File: src/rtl/wb_pkg.sv
// Shared types for the writeback stage: result source, load size and FSM state encodings.
package wb_pkg;

   typedef enum logic [1:0] {
      ALU  = 2'b00,
      MEM  = 2'b01,
      LINK = 2'b10
   } wb_sel_e;

   typedef enum logic [1:0] {
      BYTE   = 2'b00,
      HALF   = 2'b01,
      WORD   = 2'b10,
      NATIVE = 2'b11
   } load_size_e;

   typedef enum logic [1:0] {
      IDLE  = 2'b00,
      WAIT  = 2'b01,
      DRAIN = 2'b10
   } wb_state_e;

   // Source code 11 is not a load, so anything other than MEM takes the ALU/LINK path.
   function automatic logic is_load(input logic [1:0] sel);
      return sel == MEM;
   endfunction

endpackage

File: src/rtl/wb_stage_ctl_if.sv
// MEM-stage handshake and data-memory response bundle feeding the writeback stage.
interface wb_stage_ctl_if #(
   parameter int DATA_W = 32,
   parameter int REG_AW = 5
);
   logic              mem_valid;
   logic              mem_ready;
   logic              mem_reg_write;
   logic [1:0]        mem_wb_sel;
   logic [1:0]        mem_load_size;
   logic              mem_load_unsigned;
   logic [REG_AW-1:0] mem_rd;
   logic [DATA_W-1:0] mem_alu_result;
   logic [DATA_W-1:0] mem_link_addr;
   logic [DATA_W-1:0] dmem_rdata;
   logic              dmem_rvalid;
   logic              wb_flush;

   modport master (
      output mem_valid, mem_reg_write, mem_wb_sel, mem_load_size, mem_load_unsigned,
             mem_rd, mem_alu_result, mem_link_addr, dmem_rdata, dmem_rvalid, wb_flush,
      input  mem_ready
   );

   modport slave (
      input  mem_valid, mem_reg_write, mem_wb_sel, mem_load_size, mem_load_unsigned,
             mem_rd, mem_alu_result, mem_link_addr, dmem_rdata, dmem_rvalid, wb_flush,
      output mem_ready
   );
endinterface

File: src/rtl/wb_load_align.sv
// Extracts a byte/half/word/native lane from a little-endian load container and extends it.
module wb_load_align
   import wb_pkg::*;
#(
   parameter  int DATA_W = 32,
   localparam int OB     = $clog2(DATA_W / 8)
) (
   input  logic [DATA_W-1:0] rdata,
   input  logic [OB-1:0]     offset,
   input  load_size_e        size,
   input  logic              load_unsigned,
   output logic [DATA_W-1:0] data,
   output logic              misalign
);

   logic [OB-1:0] half_off;
   logic [OB-1:0] word_off;
   logic [7:0]    lane_b;
   logic [15:0]   lane_h;
   logic [31:0]   lane_w;

   // Misaligned halves and words still read the lane their aligned-down offset selects.
   always_comb begin
      half_off = offset & ~OB'(1);
      word_off = offset & ~OB'(3);
      lane_b   = 8'(rdata >> {offset, 3'b000});
      lane_h   = 16'(rdata >> {half_off, 3'b000});
      lane_w   = 32'(rdata >> {word_off, 3'b000});
      data     = '0;
      misalign = 1'b0;
      case (size)
         BYTE: begin
            if (load_unsigned) data = DATA_W'(lane_b);
            else               data = DATA_W'($signed(lane_b));
         end
         HALF: begin
            if (load_unsigned) data = DATA_W'(lane_h);
            else               data = DATA_W'($signed(lane_h));
            misalign = offset[0];
         end
         WORD: begin
            if (load_unsigned) data = DATA_W'(lane_w);
            else               data = DATA_W'($signed(lane_w));
            misalign = (offset & OB'(3)) != '0;
         end
         default: begin
            data     = rdata;
            misalign = offset != '0;
         end
      endcase
   end

endmodule

File: src/rtl/wb_stage_ctl.sv
// Writeback stage: MEM/WB register, result select, load alignment and variable-latency load wait.
module wb_stage_ctl
   import wb_pkg::*;
#(
   parameter int DATA_W   = 32,
   parameter int REG_AW   = 5,
   parameter int ZERO_REG = 1
) (
   input  logic                 clk,
   input  logic                 rst_n,
   wb_stage_ctl_if.slave        bus,
   output logic                 wb_reg_write,
   output logic [REG_AW-1:0]    wb_rd,
   output logic [DATA_W-1:0]    wb_data,
   output logic                 wb_misalign,
   output logic                 wb_busy
);

   localparam int OB = $clog2(DATA_W / 8);

   typedef struct packed {
      logic              reg_write;
      logic [REG_AW-1:0] rd;
      logic [DATA_W-1:0] data;
      logic              misalign;
   } commit_t;

   wb_state_e         state, state_next;
   logic              accept, load_done, alu_done, in_load;
   logic              p_reg_write, p_unsigned;
   logic [REG_AW-1:0] p_rd;
   load_size_e        p_size;
   logic [OB-1:0]     p_offset;
   logic [OB-1:0]     a_offset;
   load_size_e        a_size;
   logic              a_unsigned;
   logic [DATA_W-1:0] a_data;
   logic              a_misalign;
   logic              defer_valid, first_v, second_v;
   commit_t           defer, load_c, alu_c, first_c, second_c;

   always_ff @(posedge clk or negedge rst_n) begin
      if (!rst_n) state <= IDLE;
      else        state <= state_next;
   end

   always_comb begin
      state_next = state;
      case (state)
         IDLE: begin
            if (accept && in_load && !bus.dmem_rvalid) state_next = WAIT;
         end
         WAIT: begin
            if (bus.wb_flush)         state_next = bus.dmem_rvalid ? IDLE : DRAIN;
            else if (bus.dmem_rvalid) state_next = (accept && in_load) ? WAIT : IDLE;
         end
         DRAIN: begin
            if (bus.dmem_rvalid) state_next = IDLE;
         end
         default: state_next = IDLE;
      endcase
   end

   // A response in WAIT belongs to the outstanding load, never to a transfer accepted alongside it.
   always_comb begin
      in_load       = is_load(bus.mem_wb_sel);
      bus.mem_ready = ((state == IDLE) || (state == WAIT && bus.dmem_rvalid)) && !bus.wb_flush;
      accept        = bus.mem_valid && bus.mem_ready;
      load_done     = (state == IDLE && accept && in_load && bus.dmem_rvalid) ||
                      (state == WAIT && bus.dmem_rvalid && !bus.wb_flush);
      alu_done      = accept && !in_load;
      wb_busy       = state != IDLE;
   end

   always_comb begin
      if (state == WAIT) begin
         a_offset   = p_offset;
         a_size     = p_size;
         a_unsigned = p_unsigned;
      end else begin
         a_offset   = bus.mem_alu_result[OB-1:0];
         a_size     = load_size_e'(bus.mem_load_size);
         a_unsigned = bus.mem_load_unsigned;
      end
   end

   wb_load_align #(.DATA_W(DATA_W)) u_align (
      .rdata         (bus.dmem_rdata),
      .offset        (a_offset),
      .size          (a_size),
      .load_unsigned (a_unsigned),
      .data          (a_data),
      .misalign      (a_misalign)
   );

   // Commits leave in order deferred, load, then ALU/LINK; the runner-up waits one cycle in defer.
   always_comb begin
      load_c.reg_write = (state == WAIT) ? p_reg_write : bus.mem_reg_write;
      load_c.rd        = (state == WAIT) ? p_rd : bus.mem_rd;
      load_c.data      = a_data;
      load_c.misalign  = a_misalign;
      alu_c.reg_write  = bus.mem_reg_write;
      alu_c.rd         = bus.mem_rd;
      alu_c.data       = (bus.mem_wb_sel == LINK) ? bus.mem_link_addr : bus.mem_alu_result;
      alu_c.misalign   = 1'b0;
      first_v  = 1'b0;
      second_v = 1'b0;
      first_c  = '0;
      second_c = '0;
      if (defer_valid) begin
         first_v = 1'b1;
         first_c = defer;
         if (load_done) begin
            second_v = 1'b1;
            second_c = load_c;
         end else if (alu_done) begin
            second_v = 1'b1;
            second_c = alu_c;
         end
      end else if (load_done) begin
         first_v = 1'b1;
         first_c = load_c;
         if (alu_done) begin
            second_v = 1'b1;
            second_c = alu_c;
         end
      end else if (alu_done) begin
         first_v = 1'b1;
         first_c = alu_c;
      end
   end

   always_ff @(posedge clk or negedge rst_n) begin
      if (!rst_n) begin
         p_reg_write  <= 1'b0;
         p_rd         <= '0;
         p_size       <= BYTE;
         p_unsigned   <= 1'b0;
         p_offset     <= '0;
         defer_valid  <= 1'b0;
         defer        <= '0;
         wb_reg_write <= 1'b0;
         wb_rd        <= '0;
         wb_data      <= '0;
         wb_misalign  <= 1'b0;
      end else begin
         if (accept) begin
            p_reg_write <= bus.mem_reg_write;
            p_rd        <= bus.mem_rd;
            p_size      <= load_size_e'(bus.mem_load_size);
            p_unsigned  <= bus.mem_load_unsigned;
            p_offset    <= bus.mem_alu_result[OB-1:0];
         end
         wb_reg_write <= first_v && first_c.reg_write && !first_c.misalign &&
                         !((ZERO_REG != 0) && (first_c.rd == '0));
         wb_misalign  <= first_v && first_c.misalign;
         if (first_v) begin
            wb_rd   <= first_c.rd;
            wb_data <= first_c.data;
         end
         defer_valid <= second_v;
         defer       <= second_c;
      end
   end

endmodule
File: src/flat_wrapper.sv
// flat-port wrapper written by rule: the top's interface ports become plain ports
module wb_stage_ctl_flat import wb_pkg::*;
#(
   parameter int DATA_W   = 32,
   parameter int REG_AW   = 5,
   parameter int ZERO_REG = 1
)
  (clk, rst_n, wb_reg_write, wb_rd, wb_data, wb_misalign, wb_busy, bus_mem_valid, bus_mem_reg_write, bus_mem_wb_sel, bus_mem_load_size, bus_mem_load_unsigned, bus_mem_rd, bus_mem_alu_result, bus_mem_link_addr, bus_dmem_rdata, bus_dmem_rvalid, bus_wb_flush, bus_mem_ready);
  wb_stage_ctl_if #(.DATA_W(DATA_W), .REG_AW(REG_AW)) bus_i ();
  input  logic clk;
  input  logic rst_n;
  output logic wb_reg_write;
  output logic [REG_AW-1:0] wb_rd;
  output logic [DATA_W-1:0] wb_data;
  output logic wb_misalign;
  output logic wb_busy;
  input wire logic [$bits(bus_i.mem_valid)-1:0] bus_mem_valid;
  input wire logic [$bits(bus_i.mem_reg_write)-1:0] bus_mem_reg_write;
  input wire logic [$bits(bus_i.mem_wb_sel)-1:0] bus_mem_wb_sel;
  input wire logic [$bits(bus_i.mem_load_size)-1:0] bus_mem_load_size;
  input wire logic [$bits(bus_i.mem_load_unsigned)-1:0] bus_mem_load_unsigned;
  input wire logic [$bits(bus_i.mem_rd)-1:0] bus_mem_rd;
  input wire logic [$bits(bus_i.mem_alu_result)-1:0] bus_mem_alu_result;
  input wire logic [$bits(bus_i.mem_link_addr)-1:0] bus_mem_link_addr;
  input wire logic [$bits(bus_i.dmem_rdata)-1:0] bus_dmem_rdata;
  input wire logic [$bits(bus_i.dmem_rvalid)-1:0] bus_dmem_rvalid;
  input wire logic [$bits(bus_i.wb_flush)-1:0] bus_wb_flush;
  output wire logic [$bits(bus_i.mem_ready)-1:0] bus_mem_ready;
  assign bus_i.mem_valid = bus_mem_valid;
  assign bus_i.mem_reg_write = bus_mem_reg_write;
  assign bus_i.mem_wb_sel = bus_mem_wb_sel;
  assign bus_i.mem_load_size = bus_mem_load_size;
  assign bus_i.mem_load_unsigned = bus_mem_load_unsigned;
  assign bus_i.mem_rd = bus_mem_rd;
  assign bus_i.mem_alu_result = bus_mem_alu_result;
  assign bus_i.mem_link_addr = bus_mem_link_addr;
  assign bus_i.dmem_rdata = bus_dmem_rdata;
  assign bus_i.dmem_rvalid = bus_dmem_rvalid;
  assign bus_i.wb_flush = bus_wb_flush;
  assign bus_mem_ready = bus_i.mem_ready;
  wb_stage_ctl #(.DATA_W(DATA_W), .REG_AW(REG_AW), .ZERO_REG(ZERO_REG)) u_core (.clk(clk), .rst_n(rst_n), .bus(bus_i), .wb_reg_write(wb_reg_write), .wb_rd(wb_rd), .wb_data(wb_data), .wb_misalign(wb_misalign), .wb_busy(wb_busy));
endmodule
File: config.mk
export PLATFORM = sky130hd
export DESIGN_NAME = wb_stage_ctl_flat
export DESIGN_NICKNAME = d
export VERILOG_FILES = /design/src/rtl/wb_pkg.sv /design/src/rtl/wb_stage_ctl_if.sv /design/src/rtl/wb_load_align.sv /design/src/rtl/wb_stage_ctl.sv /design/src/flat_wrapper.sv
export SDC_FILE = /design/constraint.sdc
export NUM_CORES = 1
export LEC_CHECK = 0
export CAP_MARGIN = 5
export CORE_MARGIN = 10
export CORE_UTILIZATION = 45
export DETAILED_ROUTE_END_ITERATION = 6
export PLACE_DENSITY = 0.84
export SYNTH_ARGS = -nofsm -noshare
export SYNTH_HDL_FRONTEND = slang
export SYNTH_SLANG_ARGS = --single-unit
File: constraint.sdc
create_clock -name clk -period 3.9 [get_ports clk]
set_input_delay 1.17 -clock clk [delete_from_list [all_inputs] [get_ports clk]]
set_output_delay 1.17 -clock clk [all_outputs]
set_load 0.005 [all_outputs]
==> results.sh, run 1 <==
export IMPL_status="completed"
export IMPL_synth_cell_types=59
export IMPL_synth_fp_nets=736
export IMPL_p_leak_nw=3.21
export IMPL_fp_dieH_um=135
export IMPL_worstPathRequired_ns=2.73
export IMPL_fin_cells=938
export IMPL_crit_family="buffers and inverters"
export IMPL_cp_slowest_cell="clkdlybuf4s50_1"
export IMPL_setup_viol=0
export IMPL_antenna_found_initial=0
export IMPL_synth_edf_count=0
export IMPL_cts_root_buf="clkbuf_16"
export IMPL_cp_depth=4
export IMPL_synthCells=624
export IMPL_worstRegToRegCells=7
export IMPL_ant_nets=0
export IMPL_synth_top_family_by_area="compound AO/OA/AOI/OAI gates"
export IMPL_netlist_area_mm2=0.00600
export IMPL_cts_sinks=92
export IMPL_pwr_density_cell_mw_per_mm2=356
export IMPL_dpl_hpwl_mm=15.7
export IMPL_synth_main_ff_cell="dfrtp_1"
export IMPL_rows=42
export IMPL_drc=0
export IMPL_tns_ns=0
export IMPL_fp_dieArea_mm2=0.0183
export IMPL_worstSetupStartpoint="bus_dmem_rvalid"
export IMPL_layout_drive_gt1_share_pct=15.4
export IMPL_grt_overflow=0
export IMPL_cts_tree="done"
export IMPL_final_common_cell="clkdlybuf4s50_1"
export IMPL_synth_compound_area_share_pct=33.4
export IMPL_crit_type="input port to output port"
export IMPL_firstDrtPassIters=7
export IMPL_io_pins=153
export IMPL_worst_hold_path_num_cells=1
export IMPL_worst_setup_path_end_kind="output port"
export IMPL_syn_avg_cell_area_um2=9.61
export IMPL_rsz0062_at_grt="no"
export IMPL_post_cts_buffers=0
export IMPL_hold_class="flip-flop to flip-flop"
export IMPL_critPathArrivalTime_ns=2.41
export IMPL_slew_viol_final=0
export IMPL_fmaxAchievable_ghz=0.279
export IMPL_holdWs_ns=0.492
export IMPL_grtUsageTotal_pct=22.9
export IMPL_n_fill_cell=1094
export IMPL_synthAdderAreaFrac_pct=0
export IMPL_period_share_pct=91.8
export IMPL_final_cell_mix="151 x clkdlybuf4s50_1, 91 x dfrtp_1, 89 x a21oi_1"
export IMPL_fin_ws_ns=0.320
export IMPL_dr_total_vias=6076
export IMPL_finalClockSkew_ns=0.00610
export IMPL_numCtsBuffers=9
export IMPL_synth_mux_area_share_pct=14.5
export IMPL_wire_per_inst_um=22.9
export IMPL_power_mw=2.85
export IMPL_ys_seq_area_share_pct=38.4
export IMPL_nNetsFinal=869
export IMPL_cap_violations=0
export IMPL_synthSimpleGateAreaFrac_pct=8.80
export IMPL_die_w_um=135
export IMPL_core_mm2=0.0131
export IMPL_start_util_pct=45.6
export IMPL_fin_crit_ns=3.58
export IMPL_startpoint_type="input port"
export IMPL_finalHoldViolations=0
export IMPL_cts_max_level=3
export IMPL_path_cells="clkdlybuf4s50_1 -> nor2b_1 -> nor3_1 -> clkdlybuf4s50_1"
export IMPL_final_area_mm2=0.00801
export IMPL_ys_seq_elements=92
export IMPL_tightest_slew_ns=1.30
export IMPL_crit_top_cell="clkdlybuf4s50_1"
export IMPL_synth_xor_area_share_pct=0
export IMPL_placed_cells=921
export IMPL_syn_to_final_growth_pct=33.6
export IMPL_timing_rr_start="u_core.state[0]"
export IMPL_grt_pass1_wl_mm=33.3
export IMPL_hp_start="u_core.defer[25]"
export IMPL_wirelength_mm=21.5
export IMPL_preCtsSetupSlack_ns=0.150
export IMPL_clkLatencyLatePin_ns=0.35
export IMPL_grt_pass1_vias=6086
export IMPL_utilization_pct=61.0
export IMPL_port_buffers=152
export IMPL_globalplace_congestion=0.908
export IMPL_clockBufferDepth=2
export IMPL_synth_async_reset_ratio_pct=100
export IMPL_relSlewSlack_pct=13.0
export IMPL_ctsHoldBuffers=0
export IMPL_ctsResizeCount=0
export IMPL_vdd_drop_max_v=0.000197
export IMPL_slowest_delay_ns=0.55
export IMPL_grt_max_degree=66
export IMPL_ys_warn_count=0
export IMPL_path_buf_inv=2
export IMPL_diodes=0
export IMPL_clk_pin_slew_ns=0.07
export IMPL_drtIter0Drc=747
export IMPL_vias_per_cell=6.48
export IMPL_post_dp_cell_area_mm2=0.00768
export IMPL_cp_max_fo=2
==> worst paths after layout <==
path | to | slack (ns)
setup reg to reg | u_core.defer[24] | 1.16
setup / recovery | bus_mem_ready | 0.32
hold reg to reg | u_core.wb_data[24] | 0.49
max in group asynchronous | u_core.defer[19] | 2.23
min in group asynchronous | u_core.defer[7] | 0.88
hold / removal | u_core.wb_data[24] | 0.49
==> cells by family after synthesis <==
| family | after synthesis |
|---|---|
| DFF | 92 |
| buffers and inverters | 67 |
| AOI/OAI and AO/OA | 276 |
| and+or+nand+nor | 108 |
| muxes | 81 |
==> routing by layer <==
| metal | vias to the layer above | wire, um | GRT usage (%) |
|---|---|---|---|
| met3 | 65 | 1860 | 5.04 |
| met4 | 0 | 930 | 11.4 |
| met2 | 392 | 10300 | 36.3 |
| met5 | - | 0 | 0 |
| li1 | 2656 | - | - |
| met1 | 2963 | 8470 | 28.9 |
==> power breakdown <==
group	internal [mW]	total [mW]	switching, mW
registers	1.05	1.12	0.0712
clock network	0.596	0.979	0.383
logic	0.414	0.753	0.339
==> registers in the layout (all words and copies together) (netlist names) <==
signal / flops
u_core.defer: 39
u_core.wb_data: 32
u_core.p_rd: 5
u_core.wb_rd: 5
u_core.p_offset: 2
u_core.p_size: 2
u_core.state: 2
u_core.defer_valid: 1
u_core.p_reg_write: 1
u_core.p_unsigned: 1
u_core.wb_misalign: 1
u_core.wb_reg_write: 1
==> synthesized netlist by cell type, types with 4 or more instances <==
library cell	n	share of area, %
a2bb2oi_1	7	1.0
o21ai_1	4	0.33
a222oi_1	6	1.0
dfrtp_1	92	38
a22oi_1	8	1.0
o21ai_2	10	1.5
nor2b_1	5	0.52
a221o_1	9	1.5
clkbuf_1	36	2.3
nor2_1	20	1.3
a221oi_2	7	1.8
o21ai_0	27	2.3
a211oi_1	15	1.9
a22o_1	24	3.5
buf_2	10	0.83
inv_1	12	0.75
nand2_1	49	3.1
buf_1	4	0.25
a21oi_1	89	7.4
a31oi_1	6	0.63
a2bb2oi_2	10	2.5
mux2i_1	46	7.7
o22ai_1	28	2.9
mux2_2	33	6.2
nand2b_1	7	0.73
nor3_1	5	0.42
o211ai_1	7	0.88
==> layout make-up <==
type | instances | area, um^2 | share of cell area, %
clock buffer | 12 | 256 | 3.20
multi-input combinational | 465 | 3410 | 42.5
clock inverter | 4 | 72.6 | 0.906
timing repair buffer | 177 | 1710 | 21.3
inverter | 12 | 45.0 | 0.562
tap | 176 | 220 | 2.75
sequential | 92 | 2300 | 28.7
No activity file was read; power rests on OpenSTA's default activity.
==> run 2, diff against run 1 <==
--- a/config.mk
+++ b/config.mk
@@ -9,7 +9,7 @@
 export CORE_MARGIN = 10
 export CORE_UTILIZATION = 45
 export DETAILED_ROUTE_END_ITERATION = 6
-export PLACE_DENSITY = 0.84
+export PLACE_DENSITY = 0.87
 export SYNTH_ARGS = -nofsm -noshare
 export SYNTH_HDL_FRONTEND = slang
 export SYNTH_SLANG_ARGS = --single-unit
==> constraint.sdc (replaced) <==
create_clock -name clk -period 2.98 [get_ports clk]
set_input_delay 0.894 -clock clk [delete_from_list [all_inputs] [get_ports clk]]
set_output_delay 0.894 -clock clk [all_outputs]
set_load 0.005 [all_outputs]
==> run 2 against run 1 <==
Design area rose by 3.8%. Critical path depth did not move. Non-clock buffer count rose by 37. Flip-flop and latch count did not move. Die area did not move. Via count fell by 1.0%. Cell count rose by 4.1%. Sequential power rose by 31%. Power rose by 24%. Critical path type unchanged. Critical endpoint unchanged. Largest cell class unchanged. Highest routed layer unchanged.
==> results.sh, run 2 (synthesis gave the netlist of run 1 again) <==
export IMPL_status="completed"
export IMPL_startpoint_type="input port"
export IMPL_period_share_pct=93.0
export IMPL_numCtsBuffers=9
export IMPL_dr_total_vias=6013
export IMPL_rsz0062_at_grt="no"
export IMPL_globalplace_congestion=0.963
export IMPL_rows=42
export IMPL_reg_top3="u_core.defer (39), u_core.wb_data (32)"
export IMPL_grt_max_degree=56
export IMPL_preCtsSetupSlack_ns=-0.0799
export IMPL_largest_register_ffs=39
export IMPL_utilization_pct=63.3
export IMPL_vdd_drop_max_v=0.000258
export IMPL_n_fill_cell=1038
export IMPL_cts_root_buf="clkbuf_16"
export IMPL_dpl_hpwl_mm=15.5
export IMPL_pwr_density_cell_mw_per_mm2=427
export IMPL_drtIter0Drc=701
export IMPL_critPathArrivalTime_ns=1.88
export IMPL_multiInputGateArea_mm2=0.00341
export IMPL_worst_setup_path_end_kind="output port"
export IMPL_crit_family="buffers and inverters"
export IMPL_tns_ns=0
export IMPL_vias_per_cell=6.16
export IMPL_grtUsageTotal_pct=21.9
export IMPL_antenna_found_initial=3
export IMPL_cap_violations=0
export IMPL_top_register="u_core.defer"
export IMPL_layout_drive_gt1_share_pct=19.3
export IMPL_tightest_slew_ns=0.799
export IMPL_path_cells="clkdlybuf4s50_1 -> nor2b_1 -> nor3_1 -> dlygate4sd2_1"
export IMPL_die_w_um=135
export IMPL_cp_slowest_cell="clkdlybuf4s50_1"
export IMPL_slowest_delay_ns=0.52
export IMPL_clk_pin_slew_ns=0.07
export IMPL_fp_dieArea_mm2=0.0183
export IMPL_path_buf_inv=2
export IMPL_worstPathRequired_ns=2.09
export IMPL_port_buffers=152
export IMPL_fin_ws_ns=0.208
export IMPL_wirelength_mm=20.8
export IMPL_core_mm2=0.0131
export IMPL_crit_type="input port to output port"
export IMPL_setup_viol=0
export IMPL_final_cell_mix="150 x clkdlybuf4s50_1, 91 x dfrtp_1, 89 x a21oi_1"
export IMPL_power_mw=3.55
export IMPL_clkLatencyLatePin_ns=0.34
export IMPL_grt_overflow=0
export IMPL_ctsHoldBuffers=0
export IMPL_cts_tree="done"
export IMPL_grt_pass1_vias=5982
export IMPL_p_leak_nw=3.40
export IMPL_fp_dieH_um=135
export IMPL_ant_nets=0
export IMPL_cp_max_fo=4
export IMPL_cts_sinks=92
export IMPL_fin_crit_ns=2.77
export IMPL_firstDrtPassIters=5
export IMPL_hold_class="flip-flop to flip-flop"
export IMPL_io_pins=153
export IMPL_finalHoldViolations=0
export IMPL_syn_to_final_growth_pct=38.7
export IMPL_start_util_pct=45.6
export IMPL_drc=0
export IMPL_cts_max_level=3
export IMPL_relSlewSlack_pct=46.7
export IMPL_nNetsFinal=906
export IMPL_grt_pass1_wl_mm=32.2
export IMPL_ctsResizeCount=1
export IMPL_fmaxAchievable_ghz=0.361
export IMPL_slew_viol_final=0
export IMPL_regArea_mm2=0.00230
export IMPL_post_cts_buffers=0
export IMPL_clockBufferDepth=2
export IMPL_finalClockSkew_ns=0.00801
export IMPL_final_common_cell="clkdlybuf4s50_1"
export IMPL_wire_per_inst_um=21.3
==> run 2: cell count changes in the layout (fill, tap and decap cells not counted) <==
cell / change
clkbuf_8: -2
buf_4: +30
bufinv_16: -2
dlygate4sd2_1: +1
clkbuf_1: -1
clkdlybuf4s50_1: -1
clkinvlp_4: +2
buf_12: +7
inv_6: +1
diode_2: +2
clkinv_2: +1
==> run 2: tightest hold or removal path: cells and delay by family (launching register included) <==
family | cells | cell delay, ns
and+or+nand+nor | 1 | 0.05
AOI/OAI and AO/OA | 1 | 0.07
DFF | 1 | 0.33
==> run 2: metal layers <==
layer  vias to the layer above  global-route usage [%]  share of wire (%)
met5                         -                       0                  0
met4                         0                    11.4                4.3
met3                        65                    4.12                8.3
met2                       346                    34.8                 47
met1                      2869                    27.8                 40
li1                       2733                       -                  -
==> run 2: through the flow <==
step                cell area (um^2)  hold WS [ns]  instances
floorplan                       6000         0.444        624
global placement                8050         0.468        959
detailed placement              8050         0.468        959
CTS                             8310         0.482        974
global route                    8320         0.503        976
finish                          8320         0.488        976
==> run 2: worst paths after layout <==
path	end	depth (start not counted)	from	slack (ns)
max	bus_mem_ready	4	bus_dmem_rvalid	0.21
min	u_core.wb_misalign	2	u_core.defer[0]	0.49
max reg2reg	u_core.wb_data[3]	8	u_core.state[0]	0.51
min reg2reg	u_core.wb_misalign	2	u_core.defer[0]	0.49
max in group asynchronous	u_core.defer[13]	2	rst_n	1.67
min in group asynchronous	u_core.p_offset[0]	1	rst_n	0.55
==> run 2: power by group <==
part,internal (mW),switching [mW]
sequential,1.38,0.0899
clock,0.561,0.504
combinational,0.584,0.440
total,2.52,1.03
==> run 2: cell type report <==
class	instances	area share, %
flip-flops and latches	92	27.7
repair buffers	214	24.9
multi-input cells	465	41.0
clock inverters	6	0.496
clock buffers	9	2.71
diodes	2	0.0602
inverters	12	0.541
well taps	176	2.65
